[src/rtl/pc_sequencer_pkg.sv]
// Shared definitions for the PC/exception sequencer.
// Holds the state encoding, PCSource / cause / ALUOp / ALUSrcB codes,
// and the opcode and funct constants decoded by the FSM.
// Optional feature: RTE_EN adds the return-from-exception state and decode.
package pc_sequencer_pkg;

    typedef enum logic [3:0] {
        ST_RESET    = 4'd0,
        ST_FETCH    = 4'd1,
        ST_DECODE   = 4'd2,
        ST_BRANCH   = 4'd3,
        ST_JUMP     = 4'd4,
        ST_EXEC_R   = 4'd5,
        ST_EXC_SAVE = 4'd6,
        ST_EXC_READ = 4'd7,
        ST_EXC_LOAD = 4'd8
`ifdef RTE_EN
        ,
        ST_RTE      = 4'd9
`endif
    } state_e;

    localparam logic [2:0] PC_SRC_ALU_RESULT = 3'd0;
    localparam logic [2:0] PC_SRC_ALU_OUT    = 3'd1;
    localparam logic [2:0] PC_SRC_JUMP       = 3'd2;
    localparam logic [2:0] PC_SRC_VECTOR     = 3'd3;
`ifdef RTE_EN
    localparam logic [2:0] PC_SRC_EPC        = 3'd4;
`endif

    localparam logic [1:0] CAUSE_INVALID  = 2'd0;
    localparam logic [1:0] CAUSE_OVERFLOW = 2'd1;
    localparam logic [1:0] CAUSE_DIV_ZERO = 2'd2;

    localparam logic [1:0] ALU_OP_ADD   = 2'd0;
    localparam logic [1:0] ALU_OP_SUB   = 2'd1;
    localparam logic [1:0] ALU_OP_FUNCT = 2'd2;

    localparam logic [1:0] ALU_B_REG       = 2'd0;
    localparam logic [1:0] ALU_B_FOUR      = 2'd1;
    localparam logic [1:0] ALU_B_SEXT_SHL2 = 2'd3;

    localparam logic [5:0] OP_RTYPE = 6'h00;
    localparam logic [5:0] OP_J     = 6'h02;
    localparam logic [5:0] OP_BEQ   = 6'h04;
    localparam logic [5:0] OP_BNE   = 6'h05;
    localparam logic [5:0] OP_ADDI  = 6'h08;
    localparam logic [5:0] OP_LW    = 6'h23;
    localparam logic [5:0] OP_SW    = 6'h2B;
`ifdef RTE_EN
    localparam logic [5:0] OP_RTE   = 6'h10;
    localparam logic [5:0] FN_RTE   = 6'h13;
`endif

    localparam logic [5:0] FN_ADD = 6'h20;
    localparam logic [5:0] FN_SUB = 6'h22;
    localparam logic [5:0] FN_DIV = 6'h1A;

    // Last count of a 3-cycle wait (counts 0, 1, 2).
    localparam logic [1:0] WAIT_LAST = 2'd2;

endpackage

[src/rtl/wait_counter.sv]
// Small wait counter used for multi-cycle memory accesses.
// Ports:
//   clk, rst_n : clock, asynchronous active-low reset
//   en         : advance the count
//   clr        : synchronous clear (wins over en)
//   done       : count has reached WAIT_LAST
// The count saturates at WAIT_LAST, so it never wraps inside one state.
module wait_counter
    import pc_sequencer_pkg::*;
(
    input  logic clk,
    input  logic rst_n,
    input  logic en,
    input  logic clr,
    output logic done
);

    logic [1:0] count_q;
    logic [1:0] count_d;

    assign done = (count_q == WAIT_LAST);

    always_comb begin
        count_d = count_q;
        if (clr) begin
            count_d = 2'd0;
        end else if (en && !done) begin
            count_d = count_q + 2'd1;
        end
    end

    always_ff @(posedge clk or negedge rst_n) begin
        if (!rst_n) begin
            count_q <= 2'd0;
        end else begin
            count_q <= count_d;
        end
    end

endmodule

[src/rtl/pc_sequencer.sv]
// Multi-cycle PC / exception sequencer (Moore FSM).
// Ports:
//   clk, reset          : clock, asynchronous active-low reset
//   opcode, funct       : instruction fields from the IR
//   zero, overflow      : ALU flags for the current cycle
//   div_zero            : divider reports a zero divisor
//   WritePC, WriteEPC, AluOutCtrl, IRWrite, MemRead : enables
//   PCSource, cause_control, ALUSrcA, ALUSrcB, ALUOp : datapath selects
//   state_out           : current state encoding for debug
// Optional feature: define RTE_EN to enable return-from-exception
// (opcode 0x10 / funct 0x13); otherwise that opcode is invalid.
//
// state       | meaning
// ------------+--------------------------------------------------
// RESET       | idle after reset, all outputs low
// FETCH       | 3-cycle instruction read, PC+4 and IR load on last
// DECODE      | precompute branch target into AluOut, dispatch
// BRANCH      | compare A-B, take beq/bne target
// JUMP        | load jump address into PC
// EXEC_R      | R-type ALU op, check overflow / divide-by-zero
// EXC_SAVE    | EPC <= PC-4, cause latched on entry
// EXC_READ    | 3-cycle read of the exception vector byte
// EXC_LOAD    | PC <= vector
// RTE         | PC <= EPC (RTE_EN only)
module pc_sequencer
    import pc_sequencer_pkg::*;
(
    input  logic       clk,
    input  logic       reset,
    input  logic [5:0] opcode,
    input  logic [5:0] funct,
    input  logic       zero,
    input  logic       overflow,
    input  logic       div_zero,
    output logic       WritePC,
    output logic       WriteEPC,
    output logic       AluOutCtrl,
    output logic       IRWrite,
    output logic       MemRead,
    output logic [2:0] PCSource,
    output logic [1:0] cause_control,
    output logic       ALUSrcA,
    output logic [1:0] ALUSrcB,
    output logic [1:0] ALUOp,
    output logic [3:0] state_out
);

    state_e     state_q, state_d;
    logic [1:0] cause_q, cause_d;
    logic       wait_en, wait_clr, wait_done;
    logic       div_fault, ovf_fault;

    assign state_out     = state_q;
    assign cause_control = cause_q;

    assign wait_en  = (state_q == ST_FETCH) || (state_q == ST_EXC_READ);
    assign wait_clr = (state_d != state_q);

    wait_counter u_wait (
        .clk   (clk),
        .rst_n (reset),
        .en    (wait_en),
        .clr   (wait_clr),
        .done  (wait_done)
    );

    // A divide that also overflows is reported as overflow: overflow wins
    // whenever it coincides with a qualifying fault.
    assign div_fault = div_zero && (funct == FN_DIV);
    assign ovf_fault = overflow &&
                       ((funct == FN_ADD) || (funct == FN_SUB) || div_fault);

    always_comb begin
        state_d    = state_q;
        cause_d    = cause_q;
        WritePC    = 1'b0;
        WriteEPC   = 1'b0;
        AluOutCtrl = 1'b0;
        IRWrite    = 1'b0;
        MemRead    = 1'b0;
        PCSource   = PC_SRC_ALU_RESULT;
        ALUSrcA    = 1'b0;
        ALUSrcB    = ALU_B_REG;
        ALUOp      = ALU_OP_ADD;

        case (state_q)
            ST_RESET: begin
                state_d = ST_FETCH;
            end
            ST_FETCH: begin
                MemRead = 1'b1;
                ALUSrcB = ALU_B_FOUR;
                if (wait_done) begin
                    WritePC  = 1'b1;
                    PCSource = PC_SRC_ALU_RESULT;
                    IRWrite  = 1'b1;
                    state_d  = ST_DECODE;
                end
            end
            ST_DECODE: begin
                AluOutCtrl = 1'b1;
                ALUSrcB    = ALU_B_SEXT_SHL2;
                case (opcode)
                    OP_RTYPE:              state_d = ST_EXEC_R;
                    OP_BEQ, OP_BNE:        state_d = ST_BRANCH;
                    OP_J:                  state_d = ST_JUMP;
                    OP_ADDI, OP_LW, OP_SW: state_d = ST_FETCH;
                    default: begin
                        state_d = ST_EXC_SAVE;
                        cause_d = CAUSE_INVALID;
`ifdef RTE_EN
                        if ((opcode == OP_RTE) && (funct == FN_RTE)) begin
                            state_d = ST_RTE;
                            cause_d = cause_q;
                        end
`endif
                    end
                endcase
            end
            ST_BRANCH: begin
                ALUSrcA = 1'b1;
                ALUSrcB = ALU_B_REG;
                ALUOp   = ALU_OP_SUB;
                // opcode[0] distinguishes bne from beq.
                if (zero ^ opcode[0]) begin
                    WritePC  = 1'b1;
                    PCSource = PC_SRC_ALU_OUT;
                end
                state_d = ST_FETCH;
            end
            ST_JUMP: begin
                WritePC  = 1'b1;
                PCSource = PC_SRC_JUMP;
                state_d  = ST_FETCH;
            end
            ST_EXEC_R: begin
                ALUSrcA    = 1'b1;
                ALUSrcB    = ALU_B_REG;
                ALUOp      = ALU_OP_FUNCT;
                AluOutCtrl = 1'b1;
                if (ovf_fault) begin
                    state_d = ST_EXC_SAVE;
                    cause_d = CAUSE_OVERFLOW;
                end else if (div_fault) begin
                    state_d = ST_EXC_SAVE;
                    cause_d = CAUSE_DIV_ZERO;
                end else begin
                    state_d = ST_FETCH;
                end
            end
            ST_EXC_SAVE: begin
                ALUSrcB  = ALU_B_FOUR;
                ALUOp    = ALU_OP_SUB;
                WriteEPC = 1'b1;
                state_d  = ST_EXC_READ;
            end
            ST_EXC_READ: begin
                MemRead = 1'b1;
                if (wait_done) begin
                    state_d = ST_EXC_LOAD;
                end
            end
            ST_EXC_LOAD: begin
                WritePC  = 1'b1;
                PCSource = PC_SRC_VECTOR;
                state_d  = ST_FETCH;
            end
`ifdef RTE_EN
            ST_RTE: begin
                WritePC  = 1'b1;
                PCSource = PC_SRC_EPC;
                state_d  = ST_FETCH;
            end
`endif
            default: begin
                state_d = ST_RESET;
            end
        endcase
    end

    always_ff @(posedge clk or negedge reset) begin
        if (!reset) begin
            state_q <= ST_RESET;
            cause_q <= CAUSE_INVALID;
        end else begin
            state_q <= state_d;
            cause_q <= cause_d;
        end
    end

endmodule

[config.mk]
export PLATFORM = sky130hd
export DESIGN_NAME = pc_sequencer
export DESIGN_NICKNAME = d
export VERILOG_FILES = /design/src/rtl/pc_sequencer_pkg.sv /design/src/rtl/wait_counter.sv /design/src/rtl/pc_sequencer.sv
export SDC_FILE = /design/constraint.sdc
export NUM_CORES = 1
export LEC_CHECK = 0
export BUFFER_PORTS_ARGS = -buffer_cell sky130_fd_sc_hd__buf_2
export CAP_MARGIN = 20
export CORE_MARGIN = 1.5
export CORE_UTILIZATION = 47
export DETAILED_ROUTE_END_ITERATION = 8
export PLACE_DENSITY = 0.82
export SETUP_SLACK_MARGIN = 0.4
export SLEW_MARGIN = 10
export SYNTH_ARGS = -nofsm -noshare
export SYNTH_HDL_FRONTEND = slang
export SYNTH_SLANG_ARGS = --single-unit
[constraint.sdc]
create_clock -name clk -period 4.2 [get_ports clk]
set_clock_uncertainty 0.1 [all_clocks]
set_input_delay 0.21 -clock clk [delete_from_list [all_inputs] [get_ports clk]]
set_output_delay 0.21 -clock clk [all_outputs]
set_load 0.02 [all_outputs]
# --- Word level (Yosys, flattened, before mapping) ---
# Index checks and enable logic that the tools add are counted.
totals:
  reg_bits: 8
  inputBits: 17
  out_inout_bits: 19
  word_cells: 72
op_classes:
  addsub: 1
  n_eq_ne: 21
  n_mux: 24
  bitwise: 1
  n_reduce_logical: 22
op_table:
  columns: ["operator", "count"]
  rows:
  - ["$eq 6x6->1 const B", 4]
  - ["$pmux 4 s6", 1]
  - ["$eq 4x3->1 const B", 4]
  - ["$reduce_or 2->1", 7]
  - ["$eq 6x3->1 const B", 2]
  - ["$pmux 2 s2", 3]
  - ["$pmux 3 s4", 1]
  - ["$mux 2", 5]
  - ["$eq 4x2->1 const B", 2]
  - ["$mux 1", 8]
  - ["$mux 4", 2]
  - ["$reduce_or 7->1", 1]
  - ["$eq 6x2->1 const B", 1]
  - ["$eq 6x4->1 const B", 1]
  - ["$eq 6x5->1 const B", 1]
  - ["$logic_not 6->1", 1]
  - ["$mux 3", 2]
  - ["$pmux 2 s3", 1]
  - ["$eq 4x1->1 const B", 1]
  - ["$eq 4x4->1 const B", 1]
  - ["$logic_not 4->1", 1]
  - ["$ne 4x4->1", 1]
  - ["$reduce_bool 2->1", 2]
  - ["$reduce_or 4->1", 1]
  - ["other kinds (11)", 15]

# --- Longest topological paths before layout ---
# Gate-level depths: netlist of the first run.
depth:
  depth_word: 8
  mapped_depth: 6
  depth_no_buf: 6

# --- Modules after synthesis ---
# From an unflattened synthesis of the first run, not the netlist that was laid out.
hier_totals:
  cells_unflattened: 87
  area_unflattened_um2: 765.7
modules_own_cells:
  columns: ["mod", "instances", "cells_each", "area_each_um2", "seq_area_each_um2"]
  rows:
  - ["pc_sequencer", 1, 76, 635.6, 150.1]
  - ["wait_counter", 1, 11, 130.1, 50.0]

# --- Worst setup path after synthesis of the first run ---
# No wires, ideal clock.
synth_path:
  path_kind: "register to output"
  from: "register state_q[2] (netlist: state_out[2])"
  to: "output port WritePC"
  arrival_time_ns: 1.638
  t_required_ns: 3.890
  slack_ns: 2.252
  path_stages_with_launch: 5
  path_buffers: 1
  path_cell_list: "dfrtp_1 -> buf_2 -> mux2_2 -> o22a_1 -> o21ai_0"
synth_via:
  elab_chain_len: 3
  elab_cells_between_ends: 6
  cone_classes: "4 x eq/ne; 1 x mux; 1 x reduce/logical"
synth_rtl:
  columns: ["element", "line_no", "rtl"]
  rows:
  - ["from (decl)", "pc_sequencer.sv:48", "state_e state_q, state_d;"]
  - ["from (signal assigned)", "pc_sequencer.sv:186", "state_q <= state_d;"]
  - ["$eq 4x4->1 / $eq 4x3->1 (equally long branches)", "pc_sequencer.sv:86", "case (state_q)"]
  - ["$reduce_or 2->1 (no source line)", null, null]
  - ["$pmux 1 s3 *", "pc_sequencer.sv:86", null]
  - ["to (decl)", "pc_sequencer.sv:35", "output logic WritePC,"]
# Every way passes the cells marked *; elsewhere a longest branch is shown, timed or not.

# --- Worst setup path after layout of the first run ---
# Same ends and word-level chain as after synthesis.

==> metrics, run 1 <==
outcome=completed; Hold Buf Count CTS=1; PwrDens=597 nW/µm²; worst hold path startpoint=overflow; post-synthesis mux area share=0.0439; worst slew pin tran=0.554 ns; share of the synthesized area in the top cell type=0.281; total negative slack=0 ns; Slew headroom=0.631; Yosys top cell by area=dfrtp_1; asr flop ratio synth=1.00; Die ar.=1760 µm²; Port Buffers=34; Num CTS Buffers=3; CP max-delay cell=dfrtp_1; DRT iter0 DRCs=6; clock transition at the registers of the reported paths=0.05 ns; Post-Synth XOR/XNOR Area=0.0491; synth top area cells=dfrtp_1, nor3_1, nor2_1; Worst EP required=3.89 ns; simple-gate share of the synthesized area=0.370; Post-Syn Area=713 µm²; yosys warns=0; Util after Layout=0.669; Post-Place Setup Slack=2.32 ns; PostCTS Resize Cnt=0; Initial Utilization=0.528; ys flop type=dfrtp_1; Clock Root Buffer=clkbuf_4; syn_nets=103; final-report hold violation count=0; Commonest cells post-synth=dfrtp_1, nor3_1, nor2_1; Worst Hold Path EP=cause_control[1]; Final Setup Violations=0; row count=13; minimum clock period=2.16 ns; Max IR drop VDD=0.333 mV; Max-Cap Viols=0; Detailed Routing Iterations Pass 1=4; drt wl/cell=12.2 µm; Via density=5.92; synthesis-stage register bit count=8; Reg2Reg Setup Slack=2.41 ns; CP arrival=1.85 ns; share of cells above drive strength 1=0.359; final wirelength=1610 µm; via count=782; clk_lat worst skew=0.25 ns; RSZ-0062 raised after global routing=no; Cells on Worst Hold Path=2; Max Buffers Root-to-Sink=2; Mapped Cells=85; GRT Total Usage=0.199; CP Launch Type=flip-flop; worst reg2reg path depth=4; post-route setup slack=2.04 ns; CP Class=flip-flop to primary output; fin nets=137; CTS Sinks=8; critical-path cell list=mux2_2 > o22a_1 > o21ai_0 > buf_2; number of global-route vias before repair=679; Core Area=1350 µm²; Worst Path Max Fanout=17; n_diodes=0; Fillers=108; Synth Area in Compound Gates=0.174; largest net degree at the start of global routing=18; total grt overflow=0; drt drc=0; post-CTS setup buffers=0; sequential fraction of the synthesis area=0.281; f_max=464 MHz; post-synthesis adder-cell area fraction=0.0175; io pins=36; largest family of logic cells by synthesized area=simple AND/OR/NAND/NOR gates; antenna violations before repair=0; Mean Syn Cell Area=8.39 µm²; Pins Over Slew Limit=0; Period Utilization, post-route=0.513; RR Endpoint=cause_control[0]; H-tree depth=1; synth unique cells=41; slowest stage delay, CP=0.69 ns; global-route wire length before repair=2750 µm; Area growth syn-to-layout=26.7%; number of antenna-violating nets in the routed design=0; final RePlAce weighted congestion=0.868; TritonCTS clock tree=yes; min-delay worst type=input pin to flip-flop; Post-synth EDFFs=0; post-DP HPWL=1290 µm; P_leak=0.465 nW; Chip Width=42.0 µm; reg2reg start=state_out[0]; Die H=42.0 µm; endpoint class of the critical path=primary output
## flip-flops by register name (all words and copies together), names as in the netlist
register	count
state_out	4
u_wait.count_q	2
cause_control	2
## layout make-up
type                       instances  area [µm²]  area share
clock buffer                       3        22.5      0.0249
timing repair buffer              35         180       0.199
tap                               15        18.8      0.0208
multi-input combinational         68         470       0.521
sequential                         8         200       0.222
inverter                           3        11.3      0.0125
## worst max path at each step
stage	startpoint	slack, ns	to	cells after the start
6_report	state_out[2]	2.04	WritePC	4
4_1_cts	state_out[2]	2.04	WritePC	4
2_1_floorplan	state_out[2]	2.25	WritePC	4
3_3_place_gp	state_out[2]	2.36	WritePC	4
3_5_place_dp	state_out[2]	2.32	WritePC	4
5_1_grt	state_out[2]	1.88	WritePC	4
## kinds of logic after synthesis
logic type	count (synthesis)
flops	8
simple gates	43
compound gates	16
fa+ha+maj	1
xor+xnor	4
mux	3
buf+inv	9
other cells	1
## worst max-delay path: cells and delay by family (launching register included)
family / cells / cell delay [ns]
mux: 1 / 0.40
flops: 1 / 0.69
compound gates: 2 / 0.33
buf+inv: 1 / 0.18
## cell usage in the layout (no fill, tap or decap), types with 3 or more instances in the layout
cell type / n
dfrtp_1: 8
and3_1: 3
clkbuf_4: 3
inv_1: 3
nor3_1: 8
nand2_1: 6
nor2b_1: 3
o21ai_0: 4
nor2_1: 7
buf_2: 34
## where the power goes
| part | total [W] | internal, W | switching (W) | leakage, nW |
|---|---|---|---|---|
| Combinational | 0.000331 | 0.000142 | 0.000190 | 0.346 |
| Clock | 0.0000588 | 0.0000327 | 0.0000261 | 0.0138 |
| Sequential | 0.000149 | 0.0000989 | 0.0000498 | 0.105 |
## stage by stage
stage               std cells  area [µm²]  hold slack (ns)  total power (W)
floorplan                  85         713           -0.186         0.000390
finish                    132         903           0.0745         0.000539
detailed placement        128         871          -0.0476         0.000483
CTS                       132         903           0.0691         0.000544
global route              132         903           0.0907         0.000587
global placement          128         871          -0.0505         0.000469
## metal layers
layer / vias to the layer above / wire length (µm) / global-route usage
met5: - / 0 / 0
met4: 0 / 10 / 0.0516
met3: 2 / 112 / 0.0391
met2: 31 / 819 / 0.363
met1: 372 / 669 / 0.234
li1: 377 / - / -
No activity file was read; power rests on OpenSTA's default activity.
==> run 2, diff against run 1 <==
--- a/config.mk
+++ b/config.mk
@@ -5,12 +5,13 @@
 export SDC_FILE = /design/constraint.sdc
 export NUM_CORES = 1
 export LEC_CHECK = 0
+export ABC_AREA = 1
 export BUFFER_PORTS_ARGS = -buffer_cell sky130_fd_sc_hd__buf_2
 export CAP_MARGIN = 20
 export CORE_MARGIN = 1.5
-export CORE_UTILIZATION = 47
+export CORE_UTILIZATION = 44
 export DETAILED_ROUTE_END_ITERATION = 8
-export PLACE_DENSITY = 0.82
+export PLACE_DENSITY = 0.78
 export SETUP_SLACK_MARGIN = 0.4
 export SLEW_MARGIN = 10
 export SYNTH_ARGS = -nofsm -noshare
==> constraint.sdc (replaced) <==
create_clock -name clk -period 2 [get_ports clk]
set_clock_uncertainty 0.1 [all_clocks]
set_input_delay 0.1 -clock clk [delete_from_list [all_inputs] [get_ports clk]]
set_output_delay 0.1 -clock clk [all_outputs]
set_load 0.02 [all_outputs]
==> metrics, run 2 <==
outcome=completed; reg2reg start=state_out[3]; Initial Utilization=0.470; synthesis-stage register bit count=8; H-tree depth=1; Via density=4.93; PwrDens=1230 nW/µm²; via count=843; slowest stage delay, CP=0.44 ns; Final Setup Violations=0; Worst EP required=1.80 ns; Die H=42.9 µm; Mapped Cells=116; largest net degree at the start of global routing=9; Pins Over Slew Limit=0; total negative slack=0 ns; Mean Syn Cell Area=6.03 µm²; Detailed Routing Iterations Pass 1=4; GRT Total Usage=0.204; Yosys top cell by area=dfrtp_1; final RePlAce weighted congestion=0.872; Post-synth EDFFs=0; top-count cell post-synth=nand2_1; most frequent cells in the layout=buf_2, nand2_1, inv_1, nor2_1, nand3_1; Area growth syn-to-layout=34.3%; asr flop ratio synth=1.00; fin nets=175; Clock Root Buffer=clkbuf_4; hold_ws=0.0810 ns; yosys warns=0; sequential fraction of the synthesis area=0.286; CP top delay family=flip-flops; Post-DP Area=882 µm²; io pins=36; Largest register FFs=4; Util after Layout=0.631; worst hold path startpoint=overflow; share of cells above drive strength 1=0.387; P_leak=0.613 nW; final wirelength=1680 µm; CP Buf/Inv Count=2; most common cell after layout, fill and taps aside=buf_2; f_max=649 MHz; global-route wire length before repair=2790 µm; RSZ-0062 raised after global routing=yes; TritonCTS clock tree=yes; CP arrival=1.34 ns; Final Cell Area=940 µm²; Post-Syn Area=699 µm²; Die ar.=1840 µm²; final-report hold violation count=0; min-delay worst type=input pin to flip-flop; synth unique cells=21; CP Launch Type=flip-flop; Max-Cap Viols=0; CTS Sinks=8; drt wl/cell=9.81 µm; Fillers=145; critical-path cell list=inv_2 > nand2_1 > nor2_2 > nand2_2 > nand3b_1 > buf_4; clk_lat worst skew=0.26 ns; Max Buffers Root-to-Sink=2; Worst Path Max Fanout=5; Commonest cells post-synth=nand2_1, inv_1, nor2_1; Chip Width=42.9 µm; number of global-route vias before repair=712; synth top area cells=dfrtp_1, nand2_1, inv_1; CP max-delay cell=dfrtp_2; post-DP HPWL=1330 µm; worst setup path start=state_out[1]; minimum clock period=1.54 ns; row count=14; n_diodes=0; Port Buffers=34; syn_nets=134; CP Class=flip-flop to primary output; total grt overflow=0; clock transition at the registers of the reported paths=0.05 ns; Num CTS Buffers=3; Max IR drop VDD=0.766 mV; DRT iter0 DRCs=14; share of the synthesized area in the top cell type=0.286; ys flop type=dfrtp_1; Core Area=1490 µm²; endpoint class of the critical path=primary output; Period Utilization, post-route=0.770; drt drc=0; antenna violations before repair=0; number of antenna-violating nets in the routed design=0
-- run 2: cell type report --
cell class / instances / area, µm² / share of cell area
multi-input combinational: 85 / 414 / 0.441
sequential: 8 / 203 / 0.216
timing repair buffer: 37 / 198 / 0.210
inverter: 22 / 82.6 / 0.0879
clock buffer: 3 / 22.5 / 0.0240
tap: 16 / 20.0 / 0.0213
-- run 2: repair_timing --
item,4_1_cts,5_1_grt
setup buffers,0,2
endpoints found under the hold margin,8,0
hold buffers,1,0
setup endpoints to repair,0,6
gates resized for setup,0,7
-- run 2: per-stage QoR --
step	worst slack (ns)	std cells	total power [W]
final	0.460	171	0.00115
after global routing	0.373	171	0.00125
after CTS	0.402	169	0.00110
after detailed placement	0.681	165	0.000968
after global placement	0.694	165	0.000949
after floorplan	0.442	116	0.000757
-- run 2: report_power, final --
group	internal [W]	total (W)	switching [W]
combinational	0.000267	0.000754	0.000487
clock	0.0000685	0.000122	0.0000532
sequential	0.000222	0.000277	0.0000559
total	0.000557	0.00115	0.000596
-- run 2: per-layer routing --
metal	vias to the layer above	track usage	wire length (µm)
li1	437	-	-
met1	363	0.248	725
met2	39	0.324	800
met3	4	0.0681	126
met4	0	0.0938	25
met5	-	0	0
-- run 2: cell families after synthesis --
family / count (synthesis) / share of synthesized area
other cells: 1 / 0.00536
fa+ha+maj: 1 / 0.0179
buf+inv: 23 / 0.129
xor+xnor: 1 / 0.0125
compound gates: 11 / 0.0841
flops: 8 / 0.286
simple gates: 71 / 0.465
-- run 2: path summary, 6_finish.rpt --
check                      slack [ns]           endpoint  cells past startpoint
max                              0.46            WritePC                      6
min                              0.08   cause_control[0]                      5
max reg2reg                      0.63   cause_control[1]                      8
min reg2reg                      0.36  u_wait.count_q[0]                      1
max in group asynchronous        1.51       state_out[0]                      2
min in group asynchronous        0.12       state_out[3]                      2
-- run 2: worst min-delay path: stages --
cell and delay [ns]:
buf_2 0.10, inv_1 0.05, a21oi_1 0.05, nand2_1 0.05
nand2_1 0.04
==> run 3, diff against run 2 <==
--- a/config.mk
+++ b/config.mk
@@ -9,9 +9,9 @@
 export BUFFER_PORTS_ARGS = -buffer_cell sky130_fd_sc_hd__buf_2
 export CAP_MARGIN = 20
 export CORE_MARGIN = 1.5
-export CORE_UTILIZATION = 44
+export CORE_UTILIZATION = 39
 export DETAILED_ROUTE_END_ITERATION = 8
-export PLACE_DENSITY = 0.78
+export PLACE_DENSITY = 0.73
 export SETUP_SLACK_MARGIN = 0.4
 export SLEW_MARGIN = 10
 export SYNTH_ARGS = -nofsm -noshare
==> constraint.sdc (replaced) <==
create_clock -name clk -period 1.4 [get_ports clk]
set_clock_uncertainty 0.1 [all_clocks]
set_input_delay 0.07 -clock clk [delete_from_list [all_inputs] [get_ports clk]]
set_output_delay 0.07 -clock clk [all_outputs]
set_load 0.02 [all_outputs]
==> metrics, run 3 (synthesis gave the netlist of run 2 again) <==
Final Total Pwr=0.00245 W; post-route setup slack=-0.157 ns; largest net degree at the start of global routing=9; Pins Over Slew Limit=0; TritonCTS clock tree=yes; most frequent cells in the layout=nand2_1, buf_6, buf_2; endpoint class of the critical path=primary output; Max-Cap Viols=0; Via density=5.02; fin nets=187; clk_lat worst skew=0.26 ns; Num CTS Buffers=3; Die ar.=2060 µm²; f_max=642 MHz; Core Area=1710 µm²; GRT Total Usage=0.219; Worst EP required=1.23 ns; CP max-delay cell=dfrtp_2; worst hold path startpoint=overflow; number of antenna-violating nets in the routed design=0; CP arrival=1.39 ns; Clock Root Buffer=clkbuf_4; post-DP HPWL=1450 µm; share of cells above drive strength 1=0.565; clock transition at the registers of the reported paths=0.06 ns; drt drc=0; Chip Width=45.4 µm; Worst Path Max Fanout=4; Port Buffers=34; min-delay worst type=input pin to flip-flop; antenna violations before repair=0; drt wl/cell=13.1 µm; failing checks=setup timing; CP Buf/Inv Count=2; CP Launch Type=flip-flop; worst setup path start=state_out[1]; slowest stage delay, CP=0.46 ns; PwrDens=1890 nW/µm²; n_diodes=0; critical-path cell list=inv_4 > nand2_4 > nor2_4 > nand2_2 > nand3b_1 > buf_6; Die H=45.4 µm; Max IR drop VDD=1.02 mV; final RePlAce weighted congestion=0.816; Util after Layout=0.760; Post-Place Setup Slack=0.0967 ns; via count=969; Largest register FFs=4; Fillers=118; row count=15; RSZ-0062 raised after global routing=yes; CP Class=flip-flop to primary output; Max Buffers Root-to-Sink=2; Detailed Routing Iterations Pass 1=4; H-tree depth=1; Period Utilization, post-route=1.11; final-report hold violation count=0; CP top delay family=flip-flops; number of global-route vias before repair=837; final wirelength=2520 µm; reg2reg start=state_out[1]; total grt overflow=0; CTS Sinks=8; outcome=complete, but fails checks; most common cell after layout, fill and taps aside=nand2_1; P_leak=0.719 nW; io pins=36; DRT iter0 DRCs=13; Area growth syn-to-layout=85.5%; Initial Utilization=0.410; global-route wire length before repair=3240 µm; Final Setup Violations=16; minimum clock period=1.56 ns
-- run 3: layout make-up --
class,count,area (µm²),area share
Tap cell,25,31.3,0.0241
Inverter,22,97.6,0.0752
Sequential cell,8,205,0.158
Multi-Input combinational cell,85,528,0.407
Timing Repair Buffer,49,409,0.315
Clock buffer,4,26.3,0.0203
-- run 3: per-layer routing --
layer / global-route usage / vias to the layer above / wire, µm
met5: 0 / - / 0
met4: 0.0824 / 0 / 119
met3: 0.0640 / 15 / 133
met2: 0.406 / 50 / 1350
met1: 0.230 / 435 / 920
li1: - / 469 / -
-- run 3: timing repair --
| item | in CTS | in global routing |
|---|---|---|
| gates resized for setup | 40 | 15 |
| hold buffers | 1 | 0 |
| pin swaps | 5 | 13 |
| setup endpoints to repair | 24 | 24 |
| hold endpoints to repair | 8 | 0 |
| setup buffers | 8 | 6 |
-- run 3: worst reg2reg max path, cell delays in order (launching register included) --
cell	delay (ns)
dfrtp_2	0.44
inv_4	0.08
buf_12	0.13
nor2_4	0.15
nand2_4	0.11
nor2_4	0.11
nand3_2	0.10
nand3_1	0.08
nand2_1	0.05
-- run 3: power breakdown --
| group | leakage [nW] | total (W) | switching (W) | internal, W |
|---|---|---|---|---|
| logic | 0.604 | 0.00183 | 0.000982 | 0.000847 |
| registers | 0.0997 | 0.000432 | 0.000114 | 0.000318 |
| clock network | 0.0150 | 0.000190 | 0.0000812 | 0.000109 |
-- run 3: path summary, 6_finish.rpt --
path	cells after the start	endpoint	slack, ns
setup / recovery	6	WritePC	-0.16
hold / removal	5	cause_control[0]	0.08
setup reg to reg	8	cause_control[1]	-0.08
hold reg to reg	1	u_wait.count_q[0]	0.35
max in group asynchronous	2	cause_control[1]	0.93
min in group asynchronous	2	state_out[0]	0.09
-- run 3: stage by stage --
| step | std cells | cell area [µm²] | hold WS [ns] | TNS, ns |
|---|---|---|---|---|
| 6_report | 193 | 1300 | 0.0758 | -1.38 |
| 4_1_cts | 187 | 1190 | 0.0602 | -0.603 |
| 3_5_place_dp | 174 | 956 | -0.185 | 0 |
| 5_1_grt | 193 | 1300 | 0.0934 | -2.28 |
| 3_3_place_gp | 174 | 956 | -0.181 | 0 |
| 2_1_floorplan | 116 | 762 | -0.326 | 0 |
